===== src/rtl/block_packer.sv =====
// rtl/block_packer.sv - byte-to-block packer with PKCS#7-style final-block padding
// Bytes fill a block MSB-first; the closing byte of a message pads the remaining lanes.
module block_packer #(
   parameter int BLOCK_WIDTH     = 32,
   parameter int PAD_FULL_BLOCK  = 1,
   parameter int MSG_COUNT_WIDTH = 16
) (
   input  logic                       i_clk,
   input  logic                       i_rst,
   input  logic [7:0]                 i_byte_in,
   input  logic                       i_byte_in_valid,
   input  logic                       i_byte_in_last,
   output logic                       o_byte_in_ready,
   output logic [BLOCK_WIDTH-1:0]     o_data_out,
   output logic                       o_data_out_valid,
   output logic                       o_data_out_last,
   input  logic                       i_data_out_ready,
   output logic                       o_busy,
   output logic [MSG_COUNT_WIDTH-1:0] o_msg_count
);
   localparam int NB = BLOCK_WIDTH / 8;
   localparam int IW = (NB > 1) ? $clog2(NB) : 1;
   localparam logic [IW-1:0] LAST_IDX = IW'(NB - 1);
   localparam logic [7:0]    NB_BYTE  = 8'(NB);

   typedef enum logic {FILL, PAD} state_t;

   state_t                     r_state;
   logic [IW-1:0]              r_idx;
   logic [BLOCK_WIDTH-1:0]     r_acc;
   logic [BLOCK_WIDTH-1:0]     r_data;
   logic                       r_valid;
   logic                       r_last;
   logic [MSG_COUNT_WIDTH-1:0] r_count;

   state_t                     w_state_nxt;
   logic [IW-1:0]              w_idx_nxt;
   logic [BLOCK_WIDTH-1:0]     w_acc_nxt;
   logic [BLOCK_WIDTH-1:0]     w_data_nxt;
   logic                       w_valid_nxt;
   logic                       w_last_nxt;
   logic [MSG_COUNT_WIDTH-1:0] w_count_nxt;

   logic                       w_oreg_free;
   logic                       w_idx_full;
   logic                       w_closing;
   logic                       w_ready;
   logic [7:0]                 w_pad_val;
   logic [BLOCK_WIDTH-1:0]     w_block;
   logic [BLOCK_WIDTH-1:0]     w_acc_ins;

   always_ff @(posedge i_clk or posedge i_rst) begin
      if (i_rst) begin
         r_state <= FILL;
         r_idx   <= '0;
         r_acc   <= '0;
         r_data  <= '0;
         r_valid <= 1'b0;
         r_last  <= 1'b0;
         r_count <= '0;
      end else begin
         r_state <= w_state_nxt;
         r_idx   <= w_idx_nxt;
         r_acc   <= w_acc_nxt;
         r_data  <= w_data_nxt;
         r_valid <= w_valid_nxt;
         r_last  <= w_last_nxt;
         r_count <= w_count_nxt;
      end
   end

   always_comb begin
      w_oreg_free = !r_valid || i_data_out_ready;
      w_idx_full  = (r_idx == LAST_IDX);
      w_closing   = w_idx_full || i_byte_in_last;
      w_pad_val   = NB_BYTE - 8'd1 - 8'(r_idx);

      // Lanes before idx come from the accumulator, idx takes the new byte, the rest get pad.
      w_block   = '0;
      w_acc_ins = r_acc;
      for (int k = 0; k < NB; k++) begin
         if (k < int'(r_idx)) begin
            w_block[BLOCK_WIDTH-1-8*k -: 8] = r_acc[BLOCK_WIDTH-1-8*k -: 8];
         end else if (k == int'(r_idx)) begin
            w_block[BLOCK_WIDTH-1-8*k -: 8]   = i_byte_in;
            w_acc_ins[BLOCK_WIDTH-1-8*k -: 8] = i_byte_in;
         end else begin
            w_block[BLOCK_WIDTH-1-8*k -: 8] = w_pad_val;
         end
      end

      w_state_nxt = r_state;
      w_idx_nxt   = r_idx;
      w_acc_nxt   = r_acc;
      w_data_nxt  = r_data;
      w_valid_nxt = r_valid;
      w_last_nxt  = r_last;
      w_count_nxt = r_count;
      w_ready     = 1'b0;

      if (r_valid && i_data_out_ready) begin
         w_valid_nxt = 1'b0;
         if (r_last) begin
            w_count_nxt = r_count + MSG_COUNT_WIDTH'(1);
         end
      end

      case (r_state)
         FILL: begin
            w_ready = !(w_closing && !w_oreg_free);
            if (i_byte_in_valid && w_ready) begin
               if (!w_closing) begin
                  w_acc_nxt = w_acc_ins;
                  w_idx_nxt = r_idx + IW'(1);
               end else begin
                  w_data_nxt  = w_block;
                  w_valid_nxt = 1'b1;
                  w_idx_nxt   = '0;
                  w_acc_nxt   = '0;
                  if (i_byte_in_last && w_idx_full && (PAD_FULL_BLOCK != 0)) begin
                     w_last_nxt  = 1'b0;
                     w_state_nxt = PAD;
                  end else begin
                     w_last_nxt = i_byte_in_last;
                  end
               end
            end
         end
         PAD: begin
            if (w_oreg_free) begin
               w_data_nxt  = {NB{NB_BYTE}};
               w_valid_nxt = 1'b1;
               w_last_nxt  = 1'b1;
               w_state_nxt = FILL;
            end
         end
         default: w_state_nxt = FILL;
      endcase
   end

   assign o_byte_in_ready  = w_ready;
   assign o_data_out       = r_data;
   assign o_data_out_valid = r_valid;
   assign o_data_out_last  = r_last;
   assign o_msg_count      = r_count;
   assign o_busy           = (r_idx != '0) || (r_state == PAD) || r_valid;
endmodule


===== config.mk =====
export PLATFORM = sky130hd
export DESIGN_NAME = block_packer
export DESIGN_NICKNAME = d
export VERILOG_FILES = /design/src/rtl/block_packer.sv
export SDC_FILE = /design/constraint.sdc
export NUM_CORES = 1
export LEC_CHECK = 0
export CAP_MARGIN = 30
export CORE_UTILIZATION = 54
export CTS_BUF_LIST = sky130_fd_sc_hd__clkbuf_4
export CTS_CLUSTER_DIAMETER = 60
export DETAILED_ROUTE_END_ITERATION = 16
export PLACE_DENSITY_LB_ADDON = 0.3
export SYNTH_ARGS = -nofsm -noshare
export SYNTH_HDL_FRONTEND = slang
export SYNTH_SLANG_ARGS = --single-unit

===== constraint.sdc =====
create_clock -name i_clk -period 3.2 [get_ports i_clk]
set_input_delay 0.96 -clock i_clk [delete_from_list [all_inputs] [get_ports i_clk]]
set_output_delay 0.96 -clock i_clk [all_outputs]
set_load 0.005 [all_outputs]

==> impl_metrics.sql, run 1 <==
INSERT INTO impl_metrics (metric_group, metric, value, unit) VALUES
('sta', 'hold_ws', '493', 'ps'),
('final_layout', 'mostFrequentLayoutCell', 'dfrtp_1', ''),
('sta', 'setup_total_negative_slack', '0', 'ps'),
('synth', 'yosys_warnings', '0', ''),
('sta', 'achievable-frequency', '338', 'MHz'),
('critical_path', 'path_max_fanout', '2', ''),
('synth', 'syn_inst', '313', ''),
('routing', 'drtPass1Iterations', '4', ''),
('clock_tree', 'clock-sinks', '77', ''),
('clock_tree', 'tritoncts.num_buffers', '9', ''),
('clock_tree', 'ctsHoldBuffers', '0', ''),
('power', 'power.ir.vdd_worst', '0.459', 'mV'),
('synth', 'post_synth_instance_area', '3420', 'µm²'),
('floorplan', 'die_x', '81.5', 'µm'),
('sta', 'unrepaired_setup_endpoints_after_global_routing', 'no', ''),
('place', 'hpwl', '5.29', 'mm'),
('grt', 'grt_pass1_wl', '12.4', 'mm'),
('place', 'placedCellCount', '446', ''),
('routing', 'ant_nets', '0', ''),
('grt', 'grt_pass1_vias', '2568', ''),
('floorplan', 'row_count', '28', ''),
('final_layout', 'final_cell_mix', 'dfrtp_1 (77), clkdlybuf4s50_1 (63), nand2_1 (50), a22o_1 (24), o21ai_0 (23)', ''),
('critical_path', 'critPathLaunchType', 'input port', ''),
('sta', 'worst_relative_slew_slack', '55.1', '%'),
('critical_path', 'cp.required', '2240', 'ps'),
('critical_path', 'arrival', '2000', 'ps'),
('clock_tree', 'clock_tree_from_tritoncts', 'done', ''),
('final_layout', 'post-route-util', '72.4', '%'),
('power', 'p_leak', '1.99', 'nW'),
('critical_path', 'cp_startpoint', 'i_byte_in_last', ''),
('floorplan', 'core_area', '6030', 'µm²'),
('critical_path', 'end_kind', 'primary output', ''),
('routing', 'total_number_of_vias', '2628', ''),
('run', 'drv_cap', '0', ''),
('floorplan', 'io_pins', '65', ''),
('sta', 'fin_crit', '2960', 'ps'),
('run_status', 'outcome', 'finished clean', ''),
('routing', 'detail_route.wl_per_cell', '16.3', 'µm'),
('grt', 'grt_overflow_total', '0', ''),
('synth', 'synthesis_stage_register_bit_count', '77', ''),
('synth', 'yosys.area.top_type_share', '56.4', '%'),
('synth', 'post_synth_main_area_contributors', 'dfrtp_1 (56%), a22o_1 (6.2%), nand2_1 (5.5%), o21ai_0 (3.4%), mux2i_1 (2.9%)', ''),
('sta', 'final.setup.worst_slack', '243', 'ps'),
('routing', 'routed_wl', '7.55', 'mm'),
('grt', 'initial_antenna_violation_count', '0', ''),
('clock_tree', 'cts.repair_timing.setup_buffer_count', '0', ''),
('place', 'setup_slack_after_placement', '-31.3', 'ps'),
('floorplan', 'dieHeight', '81.5', 'µm'),
('sta', 'finalSetupViolations', '0', ''),
('floorplan', 'design.die.area', '6650', 'µm²'),
('final_layout', 'design_area', '4360', 'µm²'),
('routing', 'route.detailed.vias_per_inst', '5.69', ''),
('clock_tree', 'clock-root-buffer', 'clkbuf_4', ''),
('critical_path', 'timing.setup.critical_path_class', 'input port to primary output', ''),
('grt', 'grt_max_degree', '47', ''),
('place', 'gp_congestion', '0.830', ''),
('clock_tree', 'clock_latency_on_the_worst_skew_pair', '430', 'ps'),
('routing', 'first_iter_violations', '154', ''),
('power', 'pwrdens', '703', 'nW/µm²'),
('worst_hold_path', 'hold_path.startpoint', 'o_data_out[24]', ''),
('routing', 'drt_drc_violations_left', '0', ''),
('final_layout', 'layout.nets', '400', ''),
('sta', 'min_period_over_period', '92.4', '%'),
('sta', 'hold_violations', '0', ''),
('synth', 'synth_top_area_cell', 'dfrtp_1', ''),
('final_layout', 'synthToLayoutAreaGrowth', '27.7', '%'),
('clock_tree', 'clk_transition_reported_paths', '120', 'ps'),
('floorplan', 'floorplan.initialDensity', '56.7', '%'),
('sta', 'final_clock_skew', '13.1', 'ps'),
('critical_path', 'timing.rr.start', 'r_idx[1]', ''),
('synth', 'synthDistinctLibCells', '39', '');
==> cells in the mapped netlist (all sizes together) <==
| library cell | number |
|---|---|
| ha | 5 |
| clkbuf | 6 |
| o31ai | 13 |
| nor2 | 8 |
| a22oi | 5 |
| buf | 12 |
| nand4 | 6 |
| or2 | 1 |
| o211ai | 1 |
| nor3 | 2 |
| dfrtp | 77 |
| and2 | 1 |
| and3 | 13 |
| a22o | 24 |
| and2b | 1 |
| inv | 4 |
| nor3b | 1 |
| a211oi | 1 |
| nor2b | 3 |
| nand2b | 1 |
| a21boi | 1 |
| and4 | 1 |
| o21a | 2 |
| clkinv | 1 |
| o21ai | 27 |
| a32oi | 1 |
| nand2 | 50 |
| xnor2 | 10 |
| xor2 | 5 |
| mux2 | 2 |
| a21oi | 9 |
| nand3 | 6 |
| mux2i | 10 |
| a21o | 1 |
| o22a | 2 |
==> cell families after synthesis <==
kind of cell | Yosys count | synth area share [%]
adder cells (fa/ha/maj) | 5 | 1.83
flip-flops | 77 | 56.4
XOR/XNOR | 15 | 3.85
multiplexers | 12 | 3.59
AO/OA/AOI/OAI | 87 | 18.2
buffers and inverters | 23 | 3.08
AND/OR/NAND/NOR | 94 | 13.0
==> sequential cells by signal, summed over array words and instances, names as in the netlist <==
name and cells:
r_state 1, o_msg_count 16, o_data_out_last 1, o_data_out 32, o_data_out_valid 1, r_acc 24
r_idx 2
==> metal layers <==
metal  vias up  GRT usage [%]  wire (µm)
met5         -              0          0
met4         0           12.0         78
met3         7           4.67        374
met2        74           40.7       3770
met1      1282           33.0       3330
li1       1265              -          -
==> where the power goes <==
group          switching (mW)  internal (mW)
combinational           0.419          0.541
clock                   0.357          0.401
sequential              0.155           1.19
==> critical path, cell delays in order <==
cell	delay [ps]
clkdlybuf4s50_1	420
or2_1	240
a21oi_1	130
dlygate4sd2_1	250
==> worst paths after layout <==
path / to / depth (start not counted)
max: o_byte_in_ready / 4
min: o_data_out[24] / 2
max reg2reg: r_acc[19] / 6
min reg2reg: o_data_out[24] / 2
max in group asynchronous: r_acc[8] / 3
min in group asynchronous: o_msg_count[12] / 2
==> what timing repair did <==
action / in CTS / in global routing
resized for setup: 1 / 0
endpoints found under the setup margin: 1 / 0
endpoints found under the hold margin: 0 / 0
==> area by class of cell <==
cell class / count / area [µm²] / share of cell area (%)
tap: 75 / 93.8 / 2.15
multi-input combinational: 213 / 1390 / 31.9
inverter: 5 / 18.8 / 0.430
clock inverter: 7 / 121 / 2.78
clock buffer: 9 / 67.6 / 1.55
sequential: 77 / 1930 / 44.2
timing repair buffer: 76 / 742 / 17.0
Note: power is estimated with default switching activity, not from simulation.
==> run 2: changes to the inputs <==
--- a/config.mk
+++ b/config.mk
@@ -5,6 +5,7 @@
 export SDC_FILE = /design/constraint.sdc
 export NUM_CORES = 1
 export LEC_CHECK = 0
+export ABC_CLOCK_PERIOD_IN_PS = 3200
 export CAP_MARGIN = 30
 export CORE_UTILIZATION = 54
 export CTS_BUF_LIST = sky130_fd_sc_hd__clkbuf_4
==> results of run 2 <==
Final layout, timing and power as in run 1 (identical DEF).
==> run 3: changes to the inputs <==
--- a/config.mk
+++ b/config.mk
@@ -9,8 +9,9 @@
 export CAP_MARGIN = 30
 export CORE_UTILIZATION = 54
 export CTS_BUF_LIST = sky130_fd_sc_hd__clkbuf_4
-export CTS_CLUSTER_DIAMETER = 60
+export CTS_CLUSTER_DIAMETER = 150
 export DETAILED_ROUTE_END_ITERATION = 16
+export GPL_TIMING_DRIVEN = 0
 export PLACE_DENSITY_LB_ADDON = 0.3
 export SYNTH_ARGS = -nofsm -noshare
 export SYNTH_HDL_FRONTEND = slang
==> impl_metrics.sql, run 3 (synthesis results as in run 1) <==
INSERT INTO impl_metrics (metric_group, metric, value, unit) VALUES
('run_status', 'outcome', 'finished clean', ''),
('sta', 'worst_relative_slew_slack', '60.7', '%'),
('clock_tree', 'tritoncts.num_buffers', '9', ''),
('critical_path', 'critPathLaunchType', 'input port', ''),
('place', 'dpl-instance-area', '4180', 'µm²'),
('floorplan', 'design.die.area', '6650', 'µm²'),
('worst_hold_path', 'hold_path.startpoint', 'o_data_out[0]', ''),
('sta', 'achievable-frequency', '324', 'MHz'),
('critical_path', 'rrSetupSlack', '1100', 'ps'),
('power', 'pwrdens', '699', 'nW/µm²'),
('routing', 'ant_nets', '0', ''),
('final_layout', 'drive_gt1_share', '10.6', '%'),
('place', 'numPortBuffers', '64', ''),
('final_layout', 'design_area', '4400', 'µm²'),
('clock_tree', 'htreeDepth', '3', ''),
('floorplan', 'floorplan.initialDensity', '56.7', '%'),
('clock_tree', 'clk_transition_reported_paths', '120', 'ps'),
('grt', 'global_route.usage.total', '26.3', '%'),
('sta', 'hold_violations', '0', ''),
('grt', 'grt_overflow_total', '0', ''),
('sta', 'finalSetupViolations', '0', ''),
('floorplan', 'row_count', '28', ''),
('power', 'power_frac_seq', '43.9', '%'),
('place', 'gp_congestion', '0.878', ''),
('sta', 'min_period_over_period', '96.3', '%'),
('critical_path', 'arrival', '2120', 'ps'),
('final_layout', 'synthToLayoutAreaGrowth', '28.7', '%'),
('floorplan', 'die_x', '81.5', 'µm'),
('routing', 'drtPass1Iterations', '4', ''),
('routing', 'first_iter_violations', '188', ''),
('critical_path', 'r2r_end', 'o_data_out[12]', ''),
('final_layout', 'mostFrequentLayoutCell', 'dfrtp_1', ''),
('final_layout', 'final_cell_mix', 'dfrtp_1 (77), clkdlybuf4s50_1 (62), nand2_1 (50), a22o_1 (24), o21ai_0 (23)', ''),
('critical_path', 'cp.required', '2240', 'ps'),
('worst_hold_path', 'min_to', 'o_data_out[0]', ''),
('worst_hold_path', 'hold-path-cell-count', '2', ''),
('final_layout', 'largest_register_ffs', '32', ''),
('clock_tree', 'clock-root-buffer', 'clkbuf_4', ''),
('sta', 'tightest_slew', '588', 'ps'),
('clock_tree', 'ctsHoldBuffers', '0', ''),
('power', 'sw_frac_of_total', '30.4', '%'),
('grt', 'grt_pass1_wl', '12.8', 'mm'),
('power', 'power.combinational.fraction', '32.2', '%'),
('critical_path', 'timing.setup.critical_path_class', 'input port to primary output', ''),
('final_layout', 'layout.nets', '411', ''),
('power', 'power.ir.vdd_worst', '0.386', 'mV'),
('grt', 'initial_antenna_violation_count', '0', ''),
('critical_path', 'timing.reg2reg.worst_path_depth', '6', ''),
('floorplan', 'io_pins', '65', ''),
('clock_tree', 'cts-root-to-sink-buffers', '2', ''),
('routing', 'total_number_of_vias', '2732', ''),
('sta', 'unrepaired_setup_endpoints_after_global_routing', 'no', ''),
('worst_hold_path', 'min-delay-path-class', 'flop to flop', ''),
('power', 'total_switching_power', '0.935', 'mW'),
('final_layout', 'antenna_cells_inserted', '0', ''),
('critical_path', 'cp_startpoint', 'i_data_out_ready', ''),
('run', 'drv_cap', '0', ''),
('power', 'cellInternalPower', '2.14', 'mW'),
('power', 'p_leak', '2.01', 'nW'),
('critical_path', 'path_max_fanout', '3', ''),
('clock_tree', 'clock_tree_from_tritoncts', 'done', ''),
('grt', 'grt_max_degree', '70', ''),
('clock_tree', 'clock_latency_on_the_worst_skew_pair', '420', 'ps'),
('power', 'clockPowerShare', '23.9', '%'),
('critical_path', 'timing.rr.start', 'r_idx[0]', ''),
('floorplan', 'core_area', '6030', 'µm²'),
('routing', 'drt_drc_violations_left', '0', ''),
('place', 'hpwl', '5.57', 'mm'),
('critical_path', 'end_kind', 'primary output', ''),
('sta', 'final_clock_skew', '11.9', 'ps'),
('sta', 'fin_crit', '3080', 'ps'),
('power', 'total_power', '3.07', 'mW'),
('sta', 'timing.final.max_slew_violations', '0', ''),
('routing', 'routed_wl', '8.03', 'mm'),
('routing', 'route.detailed.vias_per_inst', '5.78', ''),
('clock_tree', 'clock-sinks', '77', ''),
('routing', 'detail_route.wl_per_cell', '17.0', 'µm'),
('floorplan', 'dieHeight', '81.5', 'µm'),
('grt', 'grt_pass1_vias', '2693', '');
==> run 3: area by class of cell <==
type | instances | area, µm²
Sequential cell | 77 | 1930
Fill cell | 427 | 1630
Multi-Input combinational cell | 213 | 1380
Timing Repair Buffer | 69 | 699
Clock inverter | 7 | 114
Tap cell | 75 | 93.8
Buffer | 18 | 86.3
Clock buffer | 9 | 67.6
Inverter | 5 | 25.0
==> run 3: worst max path at each step <==
stage / cells after the start / slack, ps / end
after detailed placement: 5 / -240 / o_byte_in_ready
after CTS: 5 / 3 / o_busy
final: 4 / 120 / o_byte_in_ready
after floorplan: 1 / 270 / o_data_out[0]
after global placement: 2 / -900 / o_data_out[18]
after global routing: 5 / 7 / o_busy
==> run 3: routing by layer <==
| layer | vias up | GRT usage (%) | routed length [µm] |
|---|---|---|---|
| li1 | 1284 | - | - |
| met1 | 1343 | 35.1 | 3360 |
| met2 | 94 | 41.8 | 4070 |
| met3 | 11 | 5.22 | 494 |
| met4 | 0 | 11.3 | 114 |
| met5 | - | 0 | 0 |
==> run 3: worst max-delay path, stage by stage <==
cell             delay, ps
clkdlybuf4s50_1        430
nor2b_1                320
a21oi_1                120
dlygate4sd2_1          280
==> run 3: repair_timing <==
action / CTS / global route
setup endpoints to repair: 1 / 2
gates resized for setup: 1 / 2
buffers inserted: 0 / 4
==> run 3: power by group through the flow <==
| stage | registers, mW | logic [mW] | clock network [mW] |
|---|---|---|---|
| 5_1_grt | 1.38 | 1.09 | 0.785 |
| 3_5_place_dp | 1.37 | 0.963 | 0 |
| 2_1_floorplan | 1.36 | 0.464 | 0 |
| 6_report | 1.35 | 0.990 | 0.734 |
| 4_1_cts | 1.35 | 0.969 | 0.743 |
| 3_3_place_gp | 1.36 | 0.925 | 0 |
==> run 3: per-stage QoR <==
stage               setup TNS (ps)  hold slack, ps  utilization, %  instances  setup WS, ps
floorplan                        0             467               -        313           273
global placement            -69120             461            68.9        452          -898
detailed placement            -243             470            69.4        453          -243
CTS                              0             499            72.4        469          2.72
global route                     0             517            73.0        473          7.23
finish                           0             495            73.0        473           117
==> patch (settings of run 1) <==
Register the output `o_msg_count` once more, without a reset; this adds one clock of latency there. The other outputs are not delayed to match.
--- a/src/rtl/block_packer.sv
+++ b/src/rtl/block_packer.sv
@@ -144,3 +144,5 @@
    assign o_data_out_last  = r_last;
-   assign o_msg_count      = r_count;
+   always_ff @(posedge i_clk) begin
+      o_msg_count <= r_count;
+   end
    assign o_busy           = (r_idx != '0) || (r_state == PAD) || r_valid;
Function: changed (a bounded check fails within 4 cycles, from zero or initial values and one cycle with i_rst high).
==> patch against run 1 <==
  * Sequential power rose by 16%
  * Total power rose by 3.2%
  * Critical path depth did not move
  * Routed wire length rose by 1.5%
  * Sequential cell count rose by 16
  * Design area rose by 7.0%
  * Clock power fell by 4.2%
  * Critical endpoint unchanged
  * Worst setup slack improved by 0.019 ns
  * Critical path type unchanged
  * Area after synthesis rose by 10%
  * Hold slack got worse by 0.059 ns
  * Sequential share of layout area rose by 4.0 points
  * First-iteration DRC count rose by 10%
==> patch: results (changes against run 1) <==
----------------------------------------------------
[Global routing]
  Overall track demand over capacity in global routing ... 22.8% (-2.4 points)
  Global-route track usage on met3 ... 4.91% (+0.24 points)

[Timing]
  Largest clock skew in the final design ... 0.0139 ns (+0.000803 ns)

[Drt]
  Metal1 wirelength ... 3490 microns (+4.8%)
  Detail Route met3 WL ... 432 microns (+16%)
  WL/cell ... 16.0 microns (-2.1%)
  Vias ... 2737 (+4.1%)
  Violation count after the first detailed-route iteration ... 170 (+10%)
  Detailed route wirelength on metal2 ... 3650 microns (-3.3%)

[Clock tree]
  Num Clock Sinks ... 93 (+21%)
  Clock slew at reported path FFs ... 0.14 ns (+0.02 ns)

[Synthesis]
  Most numerous cell types in the synthesized netlist ... 77 x sky130_fd_sc_hd__dfrtp_1, 49 x sky130_fd_sc_hd__nand2_1, 29 x sky130_fd_sc_hd__a22o_1, 21 x sky130_fd_sc_hd__o21ai_0, 16 x sky130_fd_sc_hd__dfxtp_1
  Cell types occupying the most area after synthesis ... sky130_fd_sc_hd__dfrtp_1 51%, sky130_fd_sc_hd__dfxtp_1 8.5%, sky130_fd_sc_hd__a22o_1 6.7%
  Fraction of synthesis flops using an asynchronous set or reset pin ... 82.8% (-17 points)
  Sequential fraction of the synthesis area ... 59.6% (+3.2 points)
  Net count after synthesis ... 346 (+4.5%)

[Finish]
  Non-clock buffer share of cell area ... 15.8% (-1.2 points)
  Layout filler cell count ... 510 (+14%)
  Fraction of area in clock buffers and inverters ... 3.51% (-0.82 points)
  Seq area share ... 48.1% (+4.0 points)
  Share of cell area taken by multi-input logic gates ... 30.0% (-1.9 points)

[Power]
  Share of power burned in combinational logic ... 27.7% (-3.6 points)
  Cell internal power dissipation ... 2.23 mW (+4.2%)
  Reported sequential group power ... 1.56 mW (+16%)
  Lkg Pwr ... 2.07 nW (+4.1%)

[Worst setup path]
  Data arrival time of the worst path ... 1.98 ns (-0.02 ns)

[Outcome]
  Result of the run ... finished clean

[Place]
  Detailed-placement wirelength estimate ... 5120 microns (-3.2%)
  Worst Setup Slack post-DPL ... -0.0235 ns (+0.00784 ns)

----------------------------------------------------
==> patch: changes by cell type after synthesis, sizes merged, moves of 3 or more <==
cell	before	now
dfxtp	0	16
and3	13	4
a22o	24	29
xnor2	10	14
xor2	5	1
and2	1	4
and4	1	4
nand3	6	9
nand4	6	3
==> patch: metrics by stage <==
stage                     power [mW]  util (%)  setup TNS (ns)  std cells  area (sq um)
after floorplan                 2.00         -               0        328          3770
after global placement          2.44      66.7         -0.0177        463          4510
after detailed placement        2.47      66.7         -0.0235        463          4510
after CTS                       3.18      69.1               0        479          4670
after global routing            3.35      69.1               0        479          4670
final                           3.17      69.1               0        479          4670
==> patch: logic make-up (layout without fill, tap and decap cells) <==
logic type	count (synthesis)	in the layout	synth area share, %
flip-flops	93	93	59.6
AND/OR/NAND/NOR	92	92	11.7
AO/OA/AOI/OAI	88	88	17.0
buffers and inverters	24	95	3.52
XOR/XNOR	15	15	3.49
multiplexers	11	11	2.96
adder cells (fa/ha/maj)	5	5	1.66
==> patch: path summary, 6_finish.rpt <==
check / startpoint / endpoint / slack, ns / cells past startpoint
max: i_data_out_ready / o_byte_in_ready / 0.26 / 4
min: r_count[15]$_DFFE_PP0P_ / o_msg_count[15]$_DFF_P_ / 0.43 / 0
max reg2reg: r_idx[0]$_DFFE_PP0P_ / o_data_out[14]$_DFFE_PP0P_ / 1.19 / 5
min reg2reg: r_count[15]$_DFFE_PP0P_ / o_msg_count[15]$_DFF_P_ / 0.43 / 0
max in group asynchronous: i_rst / r_acc[9]$_DFFE_PP0P_ / 1.96 / 3
min in group asynchronous: i_rst / o_data_out[29]$_DFFE_PP0P_ / 0.90 / 3
==> patch: what timing repair did <==
item	4_1_cts	5_1_grt
gates resized for setup	1	0
endpoints found under the setup margin	1	0
endpoints found under the hold margin	0	0
